$ cat src/rtl/cva6_dmr_resync_ctrl.sv
// Resynchronisation sequencer for a CVA6 lockstep group behind the HMR unit.
// On a hardware or software trigger it halts every hart through debug request and
// waits until all harts sit at the rendezvous point. It then pulses core setback and
// reports completion to the HMR unit. A rendezvous that never completes parks the
// block in ERROR with a sticky timeout flag until software clears it.
// Handshake: triggers are sampled on every rising clock edge. A trigger seen while a
// sequence is in flight is folded into one pending re-run. Triggers seen in ERROR are
// dropped. All outputs are Moore outputs decoded from the registered state only.
module cva6_dmr_resync_ctrl #(
   parameter int unsigned NumHarts      = 2,
   parameter int unsigned SetbackCycles = 4,
   parameter int unsigned TimeoutCycles = 1024,
   parameter int unsigned CntWidth      = $clog2(TimeoutCycles + SetbackCycles + 1)
) (
   input  logic                clk_i,
   input  logic                rstn_i,
   input  logic                hw_resynch_req_i,
   input  logic                sw_resynch_req_i,
   input  logic [NumHarts-1:0] harts_sync_req_i,
   input  logic                clear_timeout_i,
   output logic [NumHarts-1:0] debug_req_o,
   output logic [NumHarts-1:0] core_setback_o,
   output logic                cores_synch_o,
   output logic                busy_o,
   output logic                timeout_o
);

   typedef enum logic [2:0] {
      S_IDLE    = 3'd0,
      S_REQ     = 3'd1,
      S_WAIT    = 3'd2,
      S_SETBACK = 3'd3,
      S_DONE    = 3'd4,
      S_ERROR   = 3'd5
   } state_e;

   localparam logic [CntWidth-1:0] TimeoutLast = CntWidth'(TimeoutCycles - 1);
   localparam logic [CntWidth-1:0] SetbackLast = CntWidth'(SetbackCycles - 1);

   state_e              state_q, state_d;
   logic [CntWidth-1:0] cnt_q, cnt_d;
   logic                pending_q, pending_d;

   logic                req_in;
   logic                all_sync;
   logic [CntWidth-1:0] cnt_inc;

   assign req_in   = hw_resynch_req_i | sw_resynch_req_i;
   assign all_sync = &harts_sync_req_i;
   // Saturating increment so the counter can never wrap inside a state.
   assign cnt_inc  = (cnt_q == {CntWidth{1'b1}}) ? cnt_q : cnt_q + CntWidth'(1);

   // State, shared counter and pending flag registers.
   always_ff @(posedge clk_i or negedge rstn_i) begin
      if (!rstn_i) begin
         state_q   <= S_IDLE;
         cnt_q     <= '0;
         pending_q <= 1'b0;
      end else begin
         state_q   <= state_d;
         cnt_q     <= cnt_d;
         pending_q <= pending_d;
      end
   end

   // Next-state, counter and pending-flag logic.
   always_comb begin
      state_d   = state_q;
      cnt_d     = cnt_q;
      pending_d = pending_q;
      case (state_q)
         S_IDLE: begin
            cnt_d = '0;
            if (req_in || pending_q) begin
               state_d   = S_REQ;
               pending_d = 1'b0;
            end
         end
         S_REQ: begin
            cnt_d     = '0;
            pending_d = pending_q | req_in;
            state_d   = S_WAIT;
         end
         S_WAIT: begin
            pending_d = pending_q | req_in;
            cnt_d     = cnt_inc;
            // A rendezvous in the last allowed cycle still counts as success.
            if (all_sync) begin
               state_d = S_SETBACK;
               cnt_d   = '0;
            end else if (cnt_q == TimeoutLast) begin
               state_d = S_ERROR;
            end
         end
         S_SETBACK: begin
            pending_d = pending_q | req_in;
            cnt_d     = cnt_inc;
            if (cnt_q == SetbackLast) begin
               state_d = S_DONE;
               cnt_d   = '0;
            end
         end
         S_DONE: begin
            cnt_d = '0;
            // A level hw request still high here is seen as one more trigger.
            if (pending_q || req_in) begin
               state_d   = S_REQ;
               pending_d = 1'b0;
            end else begin
               state_d = S_IDLE;
            end
         end
         S_ERROR: begin
            cnt_d     = '0;
            pending_d = 1'b0;
            if (clear_timeout_i) begin
               state_d = S_IDLE;
            end
         end
         default: begin
            state_d   = S_IDLE;
            cnt_d     = '0;
            pending_d = 1'b0;
         end
      endcase
   end

   // Moore output decode from the registered state.
   always_comb begin
      debug_req_o    = '0;
      core_setback_o = '0;
      cores_synch_o  = 1'b0;
      busy_o         = 1'b0;
      timeout_o      = 1'b0;
      case (state_q)
         S_REQ: begin
            debug_req_o = {NumHarts{1'b1}};
            busy_o      = 1'b1;
         end
         S_WAIT: begin
            busy_o = 1'b1;
         end
         S_SETBACK: begin
            core_setback_o = {NumHarts{1'b1}};
            busy_o         = 1'b1;
         end
         S_DONE: begin
            cores_synch_o = 1'b1;
            busy_o        = 1'b1;
         end
         S_ERROR: begin
            timeout_o = 1'b1;
         end
         default: begin
         end
      endcase
   end

endmodule

$ cat config.mk
export PLATFORM = sky130hd
export DESIGN_NAME = cva6_dmr_resync_ctrl
export DESIGN_NICKNAME = d
export VERILOG_FILES = /design/src/rtl/cva6_dmr_resync_ctrl.sv
export SDC_FILE = /design/constraint.sdc
export NUM_CORES = 1
export LEC_CHECK = 0
export CAP_MARGIN = 15
export CORE_ASPECT_RATIO = 1.4
export CORE_MARGIN = 2
export CORE_UTILIZATION = 34
export DETAILED_ROUTE_END_ITERATION = 8
export GPL_ROUTABILITY_DRIVEN = 0
export GPL_TIMING_DRIVEN = 0
export PLACE_DENSITY = 0.55
export SETUP_SLACK_MARGIN = 0.1
export SKIP_CTS_REPAIR_TIMING = 1
export SYNTH_ARGS = -nofsm -noshare
export SYNTH_HDL_FRONTEND = slang
export SYNTH_SLANG_ARGS = --single-unit
$ cat constraint.sdc
create_clock -name clk_i -period 3.7 [get_ports clk_i]
set_clock_uncertainty 0.1 [all_clocks]
set_input_delay 0.555 -clock clk_i [delete_from_list [all_inputs] [get_ports clk_i]]
set_output_delay 0.555 -clock clk_i [all_outputs]
set_load 0.01 [all_outputs]
==> results.txt, run 1 <==
----------------------------------------------------
[Status]
  Result of the run ... finished clean

[Place]
  Post-DP HPWL ... roughly 1.3 mm
  Worst setup timing slack at the placement stage ... about 1500 ps
  Cell area after placement ... a little over 0.001 mm2
  Port Buffer Count ... 13

[Setup path]
  First element of the critical path ... state_q[0]
  Cell depth of the worst flop-to-flop path ... 5
  Critical-path cell list ... clkbuf_1, and3b_1, buf_4, clkdlybuf4s50_1
  Worst endpoint data arrival time ... around 1900 ps
  Buffers plus inverters on the worst setup path ... 3
  Crit path depth ... 4
  Endpoint of the worst register-to-register path ... state_q[2]
  Crit path max fanout ... 10
  Critical path destination ... core_setback_o[1]
  Kind of start point of the critical path ... register
  Peak per-stage delay on the critical path ... about 520 ps
  Reg-to-reg critical path startpoint ... cnt_q[0]
  Type of the setup path with the least slack ... register to primary output
  Cell type group with the largest total delay on the critical path ... buffers and inverters
  Worst path required time ... ~3000 ps
  Worst Setup End Kind ... primary output
  Worst setup slack for register-to-register paths ... approximately 1600 ps
  Master of the slowest instance on the critical path ... clkdlybuf4s50_1

[Floorplanning]
  Number of rows created at floorplan ... 21
  Die outline area ... around 0.0029 mm2
  Area of the core ... about 0.0024 mm2
  Starting density of the core ... a little over a third
  Horizontal die dimension ... 46.2 um
  Io pins ... 14
  Die boundary height ... 63.1 um

[STA]
  Crit path time final ... between 2000 and 3000 ps
  Final worst path period share ... between 60% and 70%
  Max frequency ... just under 400 MHz
  Max-slew violation total from the final report ... 0
  Final count of negative-setup-slack endpoints ... 0
  Final Hold Violating Endpoints ... 0
  Final setup margin ... between 1000 and 1500 ps
  Slew headroom ... about half
  Transition time at the pin with the least slew margin ... roughly 700 ps
  Post-Route Hold Slack ... 466 ps
  Unrepaired setup endpoints after global routing ... false
  Setup_tns ... 0 ps

[Synthesis]
  Sequential share of the synthesized area ... 44.2%
  Synthesized net count ... 102
  Register bit count reported by yosys ... 15
  Yosys warns ... 0
  Post-Syn Area ... roughly 850 um2
  Avg Cell Area, Syn ... about 9 um2
  Cells after Synth ... 94
  Unique masters post-synth ... 35

[Route]
  Post-route antenna net violation count ... 0
  Average via count per standard cell ... around 5
  WL/cell ... around 13 um
  Pre-Repair DR Iteration Count ... 3
  Routed via count ... 728
  Post-route DRC violation count ... 0
  Iteration-0 DRC count of the detailed router ... 11
  Wire length reported by the detailed router ... about 1.9 mm

[CTS]
  Maximum clock path buffer count ... 2
  Clock tree from TritonCTS ... done
  CTS Root Cell ... clkbuf_4
  Inserted Clock Buffers ... 3
  Worst skew pair latency ... roughly 300 ps
  Sink count of the clock tree ... 15
  CTS H-tree depth ... 1
  Clock transition time at the flip-flop clock pins of the worst setup and hold paths ... 90 ps

[Hold path]
  Classification of the worst-slack hold path ... register to register

[Global route]
  Global-route layer with the greatest usage ... met1
  Remaining global-route overflow ... 0
  Routing usage on met2 ... between 20% and 30%
  Global-route total usage across every layer ... about 16%
  Vias in the first global route ... ~750
  First-pass GRT wire length ... 3.49 mm
  Antenna violations before repair ... 0
  Maximum number of pins on one net before global-route repair ... 16
  Fraction of met3 tracks used by global routing ... around 3.4%
  Met1 usage ... ~22%

[Job]
  Max-capacitance violation count ... 0

[Power]
  Power per standard cell area ... 587 mW/mm2
  VDD IR-drop max ... 0.355 mV
  Reported leakage power ... around 0.41 nW

[Finish]
  Nets ... 120
  Share of final-layout standard cells stronger than drive strength 1 ... a little under a tenth
  Syn-to-layout area delta ... 23.6%
  Summed area of non-filler cells in the final layout ... between 0.001 and 0.0015 mm2
  Antenna diode count ... 0
  Number of fill cells in the layout ... 240

----------------------------------------------------
==> routing by layer <==
layer	up-vias	wire, um
met1	347	921
met4	0	43
li1	361	-
met5	-	0
met2	15	849
met3	5	66
==> worst min-delay path by stage <==
stage                     startpoint        end  slack [ps]  depth (start not counted)
after floorplan               rstn_i   cnt_q[0]         160                          0
after global placement     pending_q  pending_q         440                          2
after detailed placement   cnt_q[10]  cnt_q[10]         470                          2
after CTS                  cnt_q[10]  cnt_q[10]         490                          2
after global routing        cnt_q[1]   cnt_q[1]         550                          2
final                      cnt_q[10]  cnt_q[10]         470                          2
==> report_power, final <==
group / switching (W) / internal, W / total [W]
Sequential: 0.0000225 / 0.000193 / 0.000216
Combinational: 0.000150 / 0.000150 / 0.000300
Clock: 0.0000599 / 0.0000403 / 0.000100
==> cells in the final DEF, fill, tap and decap left out <==
cell,count
dfrtp_1,15
nor2_1,13
clkdlybuf4s50_1,13
nor3_1,11
a21oi_1,6
nand2_1,5
xnor2_1,5
nand2b_1,3
inv_1,3
nand3_1,3
clkbuf_4,3
clkbuf_1,2
and3b_1,2
nand4_1,2
buf_4,2
nor3b_1,1
or4_1,1
or4b_1,1
o41a_1,1
buf_2,1
nor4_2,1
and2_1,1
mux2i_1,1
xor2_1,1
a31oi_1,1
o21ai_1,1
or2_2,1
nand4b_1,1
a21boi_1,1
or3_1,1
nor2b_1,1
a211o_1,1
o21ai_0,1
o2bb2ai_1,1
o21bai_1,1
o31ai_2,1
ha_1,1
clkinv_2,1
==> cells by family (layout without fill, tap and decap cells) <==
kind of cell | Yosys count | in the layout | synth area share [%]
AO/OA/AOI/OAI | 15 | 15 | 12.1
XOR/XNOR | 6 | 6 | 6.19
adder cells (fa/ha/maj) | 1 | 1 | 1.47
buffers and inverters | 8 | 25 | 4.56
flip-flops | 15 | 15 | 44.2
multiplexers | 1 | 1 | 1.18
AND/OR/NAND/NOR | 48 | 48 | 30.3
==> worst min-delay path, stage by stage (launching register included) <==
cell,delay (ps)
dfrtp_1,390
nor2_1,60
nor2_1,80
==> cell usage after synthesis <==
| library cell | count | share of area [%] |
|---|---|---|
| or4b_1 | 1 | 1.2 |
| clkbuf_1 | 2 | 0.88 |
| o21bai_1 | 1 | 0.88 |
| a31oi_1 | 1 | 0.74 |
| nand2_1 | 5 | 2.2 |
| xor2_1 | 1 | 1.0 |
| ha_1 | 1 | 1.5 |
| nor3b_1 | 1 | 0.88 |
| nand3_1 | 3 | 1.8 |
| or3_1 | 1 | 0.74 |
| buf_2 | 1 | 0.59 |
| o41a_1 | 1 | 1.3 |
| inv_1 | 3 | 1.3 |
| nor4_2 | 1 | 1.5 |
| and3b_1 | 2 | 2.1 |
| or4_1 | 1 | 0.88 |
| xnor2_1 | 5 | 5.2 |
| nand4_1 | 2 | 1.5 |
| nand2b_1 | 3 | 2.2 |
| o21ai_1 | 1 | 0.59 |
| a21oi_1 | 6 | 3.5 |
| o31ai_2 | 1 | 1.5 |
| nand4b_1 | 1 | 1.0 |
| a211o_1 | 1 | 1.0 |
| nor3_1 | 11 | 6.5 |
| mux2i_1 | 1 | 1.2 |
| and2_1 | 1 | 0.74 |
| or2_2 | 1 | 0.74 |
| o21ai_0 | 1 | 0.59 |
| o2bb2ai_1 | 1 | 1.0 |
| dfrtp_1 | 15 | 44 |
| nor2b_1 | 1 | 0.74 |
| buf_4 | 2 | 1.8 |
| a21boi_1 | 1 | 0.88 |
| nor2_1 | 13 | 5.7 |
==> area by class of cell <==
class	count	area, um2	share of cell area (%)
buffer	5	27.5	2.62
clock buffer	3	22.5	2.15
clock inverter	1	5.00	0.477
inverter	3	11.3	1.07
multi-input combinational	71	435	41.5
sequential	15	375	35.8
tap	34	42.5	4.05
timing repair buffer	13	130	12.4
==> per-stage QoR <==
stage | power (W) | util, % | cells
2_1_floorplan | 0.000402 | - | 94
5_1_grt | 0.000670 | 43.9 | 145
4_1_cts | 0.000619 | 43.9 | 145
3_5_place_dp | 0.000518 | 42.8 | 141
3_3_place_gp | 0.000512 | 42.8 | 141
6_report | 0.000616 | 43.9 | 145
==> state kept, by name, indices dropped and copies added (netlist names) <==
name,cells
cnt_q,11
pending_q,1
state_q,3
(Power assumes the default switching activity.)
==> run 2: changes to the inputs <==
==> constraint.sdc (replaced) <==
create_clock -name clk_i -period 2.55 [get_ports clk_i]
set_clock_uncertainty 0.1 [all_clocks]
set_input_delay 0.3825 -clock clk_i [delete_from_list [all_inputs] [get_ports clk_i]]
set_output_delay 0.3825 -clock clk_i [all_outputs]
set_load 0.01 [all_outputs]
==> run 2 against run 1 <==
Compared with the run above: routed wire length up 0.37%; sequential power up 45%; count of clock-buffer cells in the layout unchanged.
==> results.txt, run 2 (synthesized netlist as in run 1, its figures left out) <==
----------------------------------------------------
[Place]
  Post-DP HPWL ... 1.34 mm (unchanged)
  Port Buffer Count ... 13 (unchanged)
  Worst setup timing slack at the placement stage ... 420 ps (was 1480 ps)
  Cell area after placement ... 0.00102 mm2 (unchanged)

[Global route]
  Maximum number of pins on one net before global-route repair ... 16 (unchanged)
  First-pass GRT wire length ... 3.49 mm (unchanged)
  Remaining global-route overflow ... 0 (unchanged)
  Global-route total usage across every layer ... 15.9% (unchanged)
  Antenna violations before repair ... 0 (unchanged)
  Vias in the first global route ... 752 (unchanged)

[STA]
  Transition time at the pin with the least slew margin ... 720 ps (was 719 ps)
  Final setup margin ... 245 ps (was 1170 ps)
  Max-slew violation total from the final report ... 0 (unchanged)
  Final count of negative-setup-slack endpoints ... 0 (unchanged)
  Final worst path period share ... about 90%
  Max frequency ... approximately 430 MHz
  Slew headroom ... 51.8% (was 51.9%)
  Crit path time final ... approximately 2300 ps
  Unrepaired setup endpoints after global routing ... false (unchanged)
  Final Hold Violating Endpoints ... 0 (unchanged)
  Setup_tns ... 0 ps (unchanged)

[Power]
  Reported leakage power ... 0.413 nW (was 0.410 nW)
  Total Power ... 0.000897 W (was 0.000616 W)
  VDD IR-drop max ... 0.517 mV (was 0.355 mV)
  Power per standard cell area ... 853 mW/mm2 (was 587 mW/mm2)

[Route]
  Average via count per standard cell ... 5.01 (was 5.02)
  Post-route antenna net violation count ... 0 (unchanged)
  Iteration-0 DRC count of the detailed router ... 10 (was 11)
  Routed via count ... 726 (was 728)
  Pre-Repair DR Iteration Count ... 3 (unchanged)
  Wire length reported by the detailed router ... 1.89 mm (was 1.88 mm)
  Post-route DRC violation count ... 0 (unchanged)
  WL/cell ... 13.0 um (about the same)

[CTS]
  Inserted Clock Buffers ... 3 (unchanged)
  Worst skew pair latency ... 300 ps (about the same)
  Maximum clock path buffer count ... 2 (unchanged)
  Sink count of the clock tree ... 15 (unchanged)
  Clock transition time at the flip-flop clock pins of the worst setup and hold paths ... 110 ps (was 90 ps)
  CTS Root Cell ... clkbuf_4 (unchanged)
  Clock tree from TritonCTS ... done (unchanged)
  CTS H-tree depth ... 1 (unchanged)

[Setup path]
  Crit path max fanout ... 9 (was 10)
  Worst setup slack for register-to-register paths ... 410 ps (was 1560 ps)
  Type of the setup path with the least slack ... register to primary output (unchanged)
  First element of the critical path ... state_q[2] (was state_q[0])
  Worst Setup End Kind ... primary output (unchanged)
  Worst endpoint data arrival time ... 1820 ps (was 1880 ps)
  Kind of start point of the critical path ... register (unchanged)
  Worst path required time ... 2070 ps (was 3040 ps)
  Reg-to-reg critical path startpoint ... cnt_q[0] (unchanged)

[Finish]
  Leading cell types in the layout, fill and taps excluded ... dfrtp_1, nor2_1, clkdlybuf4s50_1, nor3_1, a21oi_1 (unchanged)
  Summed area of non-filler cells in the final layout ... 0.00105 mm2 (about the same)
  Top Registers ... cnt_q (11), state_q (3), pending_q (1) (unchanged)
  Syn-to-layout area delta ... 23.7% (was 23.6%)
  Biggest register ... cnt_q (unchanged)
  Antenna diode count ... 0 (unchanged)
  Share of final-layout standard cells stronger than drive strength 1 ... 9.91% (was 9.01%)
  Nets ... 120 (unchanged)
  Most common cell after layout, fill and taps aside ... dfrtp_1 (unchanged)
  Flip-flop count of the largest register after layout ... 11 (unchanged)

[Status]
  Result of the run ... finished clean (unchanged)

[Floorplanning]
  Horizontal die dimension ... 46.2 um (unchanged)
  Area of the core ... 0.00239 mm2 (unchanged)
  Die boundary height ... 63.1 um (unchanged)
  Number of rows created at floorplan ... 21 (unchanged)
  Die outline area ... 0.00292 mm2 (unchanged)
  Io pins ... 14 (unchanged)
  Starting density of the core ... 35.5% (unchanged)

[Job]
  Max-capacitance violation count ... 0 (unchanged)

[Hold path]
  Classification of the worst-slack hold path ... input port to async pin (was register to register)

----------------------------------------------------
## run 2: per-layer routing
| layer | global-route usage, % | part of all wire (%) | routed length (um) |
|---|---|---|---|
| met1 | 22.5 | 49 | 923 |
| met2 | 22.4 | 45 | 854 |
| met3 | 3.44 | 3.5 | 66 |
| met4 | 7.50 | 2.3 | 43 |
| met5 | 0 | 0 | 0 |
## run 2: critical path, stage by stage, from the launching register on
cell	delay [ps]
dfrtp_1	360
clkbuf_1	200
and3b_1	330
buf_4	130
clkdlybuf4s50_1	520
## run 2: final timing paths
kind	cells after the start	to
worst min register to register	2	cnt_q[10]
worst max register to register	5	state_q[2]
worst min-delay path	1	cnt_q[4]
worst max-delay path	4	core_setback_o[1]
max in group asynchronous	1	cnt_q[8]
min in group clk_i	2	cnt_q[10]
## run 2: stage by stage
step	hold slack (ps)	instances	utilization (%)
3_5_place_dp	467	141	42.8
6_report	403	145	44.0
4_1_cts	435	145	43.9
2_1_floorplan	-13.1	94	-
3_3_place_gp	436	141	42.8
5_1_grt	452	145	44.0
## run 2: final cells by class
cell class                      instances  area, um2
Fill cell                             239       1340
Multi-Input combinational cell         71        435
Sequential cell                        15        375
Timing Repair Buffer                   13        130
Tap cell                               34       42.5
Buffer                                  5       28.8
Clock buffer                            3       22.5
Inverter                                3       11.3
Clock inverter                          1       5.00
## run 2: where the power goes
part	internal [W]	total, W	switching, W	leakage [nW]
registers	0.000280	0.000314	0.0000332	0.202
logic	0.000220	0.000438	0.000218	0.194
clock network	0.0000584	0.000145	0.0000870	0.0177
total	0.000559	0.000897	0.000338	0.413
==> run 3: changes to the inputs <==
--- a/config.mk
+++ b/config.mk
@@ -7,12 +7,12 @@
 export LEC_CHECK = 0
 export CAP_MARGIN = 15
 export CORE_ASPECT_RATIO = 1.4
-export CORE_MARGIN = 2
 export CORE_UTILIZATION = 34
 export DETAILED_ROUTE_END_ITERATION = 8
 export GPL_ROUTABILITY_DRIVEN = 0
 export GPL_TIMING_DRIVEN = 0
 export PLACE_DENSITY = 0.55
+export RECOVER_POWER = 50
 export SETUP_SLACK_MARGIN = 0.1
 export SKIP_CTS_REPAIR_TIMING = 1
 export SYNTH_ARGS = -nofsm -noshare
==> run 3 against run 2 <==
Compared with the run above: combinational power fell by 6.4%; routed wire length fell by 6.9%; sequential power rose by 4%; global-route usage fell by 0.66 points; final cell count fell by 0.69%; utilization fell by 0.52 points; sequential share of layout area rose by 0.43 points; cell area fell by 1.2%; non-clock buffer count fell by 1; sequential cell count did not move; critical path type unchanged; critical endpoint unchanged.
==> results.txt, run 3 (synthesized netlist as in run 1, its figures left out) <==
----------------------------------------------------
[Status]
  Result of the run ... finished clean (unchanged)

[Finish]
  Nets ... 119 (was 120)
  Share of final-layout standard cells stronger than drive strength 1 ... 7.27% (was 9.91%)
  Most common cell after layout, fill and taps aside ... dfrtp_1 (unchanged)
  Share of the core filled with cells in the final layout ... 43.4% (was 44.0%)
  Final cell count without fillers ... 144 (was 145)
  Antenna diode count ... 0 (unchanged)
  Biggest register ... cnt_q (unchanged)
  Syn-to-layout area delta ... 22.2% (was 23.7%)
  Top Registers ... cnt_q (11), state_q (3), pending_q (1) (unchanged)
  Leading cell types in the layout, fill and taps excluded ... dfrtp_1, nor2_1, nor3_1, clkdlybuf4s50_1, a21oi_1 (was dfrtp_1, nor2_1, clkdlybuf4s50_1, nor3_1, a21oi_1)
  Flip-flop count of the largest register after layout ... 11 (unchanged)

[Power]
  Power per standard cell area ... 841 mW/mm2 (was 853 mW/mm2)
  Reported leakage power ... 0.407 nW (was 0.413 nW)
  VDD IR-drop max ... 0.461 mV (was 0.517 mV)
  Total Power ... 0.000874 W (was 0.000897 W)

[Setup path]
  Endpoint of the worst register-to-register path ... cnt_q[1] (was state_q[2])
  Worst Setup End Kind ... primary output (unchanged)
  Worst endpoint data arrival time ... 1780 ps (was 1820 ps)
  Worst setup slack for register-to-register paths ... 330 ps (was 410 ps)
  Reg-to-reg critical path startpoint ... cnt_q[0] (unchanged)
  Crit path max fanout ... 9 (unchanged)
  Kind of start point of the critical path ... register (unchanged)
  Type of the setup path with the least slack ... register to primary output (unchanged)
  Worst path required time ... 2070 ps (about the same)
  Cell depth of the worst flop-to-flop path ... 5 (unchanged)

[Hold path]
  Endpoint of the worst hold-timing path ... cnt_q[10]
  Hold-critical path depth ... 2
  Worst hold start ... cnt_q[10]
  Classification of the worst-slack hold path ... register to register (was input port to async pin)

[Global route]
  Antenna violations before repair ... 0 (unchanged)
  Remaining global-route overflow ... 0 (unchanged)
  Vias in the first global route ... 697 (was 752)
  First-pass GRT wire length ... 3.02 mm (was 3.49 mm)
  Maximum number of pins on one net before global-route repair ... 16 (unchanged)
  Global-route total usage across every layer ... 15.2% (was 15.9%)

[CTS]
  CTS Root Cell ... clkbuf_4 (unchanged)
  Worst skew pair latency ... 280 ps (was 300 ps)
  Clock tree from TritonCTS ... done (unchanged)
  CTS H-tree depth ... 1 (unchanged)
  Maximum clock path buffer count ... 2 (unchanged)
  Clock transition time at the flip-flop clock pins of the worst setup and hold paths ... 90 ps (was 110 ps)
  Sink count of the clock tree ... 15 (unchanged)
  Inserted Clock Buffers ... 3 (unchanged)

[Route]
  Post-route DRC violation count ... 0 (unchanged)
  Routed via count ... 701 (was 726)
  Average via count per standard cell ... 4.87 (was 5.01)
  Post-route antenna net violation count ... 0 (unchanged)
  Pre-Repair DR Iteration Count ... 4 (was 3)
  WL/cell ... 12.2 um (was 13.0 um)
  Iteration-0 DRC count of the detailed router ... 14 (was 10)
  Wire length reported by the detailed router ... 1.76 mm (was 1.89 mm)

[Place]
  Port Buffer Count ... 13 (unchanged)
  Post-DP HPWL ... 1.35 mm (was 1.34 mm)
  Total placed cells including tap cells ... 141 (unchanged)

[STA]
  Setup_tns ... 0 ps (unchanged)
  Final Hold Violating Endpoints ... 0 (unchanged)
  Max frequency ... 441 MHz (was 434 MHz)
  Final worst path period share ... 88.9% (was 90.4%)
  Unrepaired setup endpoints after global routing ... false (unchanged)
  Max-slew violation total from the final report ... 0 (unchanged)
  Crit path time final ... 2270 ps (was 2310 ps)
  Transition time at the pin with the least slew margin ... 1050 ps (was 720 ps)
  Final count of negative-setup-slack endpoints ... 0 (unchanged)
  Slew headroom ... 29.2% (was 51.8%)
  Post-Route Hold Slack ... 453 ps (was 403 ps)

[Floorplanning]
  Area of the core ... 0.00239 mm2 (unchanged)
  Io pins ... 14 (unchanged)
  Horizontal die dimension ... 44.2 um (was 46.2 um)
  Die outline area ... 0.00271 mm2 (was 0.00292 mm2)
  Die boundary height ... 61.1 um (was 63.1 um)
  Number of rows created at floorplan ... 21 (unchanged)
  Starting density of the core ... 35.5% (unchanged)

[Job]
  Max-capacitance violation count ... 0 (unchanged)

----------------------------------------------------
run 3: changes by cell type in the layout (fill, tap and decap cells not counted), sizes merged:
cell	previous run	this run
clkinv	1	0
dlygate4sd3	0	2
clkdlybuf4s50	13	11
run 3: layout make-up:
cell class	count	area, um2
fill	252	1350
multi-input combinational	71	429
sequential	15	375
timing repair buffer	13	130
tap	34	42.5
clock buffer	4	26.3
buffer	4	23.8
inverter	3	11.3
run 3: worst max-delay path by stage:
stage	cells after the start	startpoint	slack, ps	end
detailed placement	6	cnt_q[0]	410	cnt_q[2]
CTS	5	state_q[0]	220	debug_req_o[1]
floorplan	5	cnt_q[0]	580	state_q[2]
finish	4	state_q[2]	280	core_setback_o[1]
global placement	6	cnt_q[0]	430	cnt_q[2]
global route	5	cnt_q[0]	100	cnt_q[3]
run 3: layer usage:
metal  up-vias  routed length [um]  GRT usage, %
met3         2                  61          1.76
met2        13                 912          29.6
li1        363                   -             -
met5         -                   0             0
met4         0                  19          6.49
met1       323                 765          16.2
run 3: stage by stage:
stage | setup WS (ps) | cell area [um2]
CTS | 221 | 1050
detailed placement | 407 | 1020
finish | 284 | 1040
global route | 101 | 1040
floorplan | 577 | 850
global placement | 432 | 1020
run 3: power by group:
group	switching (W)	internal (W)
clock network	0.0000767	0.0000606
registers	0.0000465	0.000280
logic	0.000195	0.000214
total	0.000319	0.000555
run 3: worst max-delay path: stages (launching register included):
cell and delay [ps]:
dfrtp_1 370, clkbuf_1 190, and3b_1 310, buf_4 120, clkdlybuf4s50_1 520
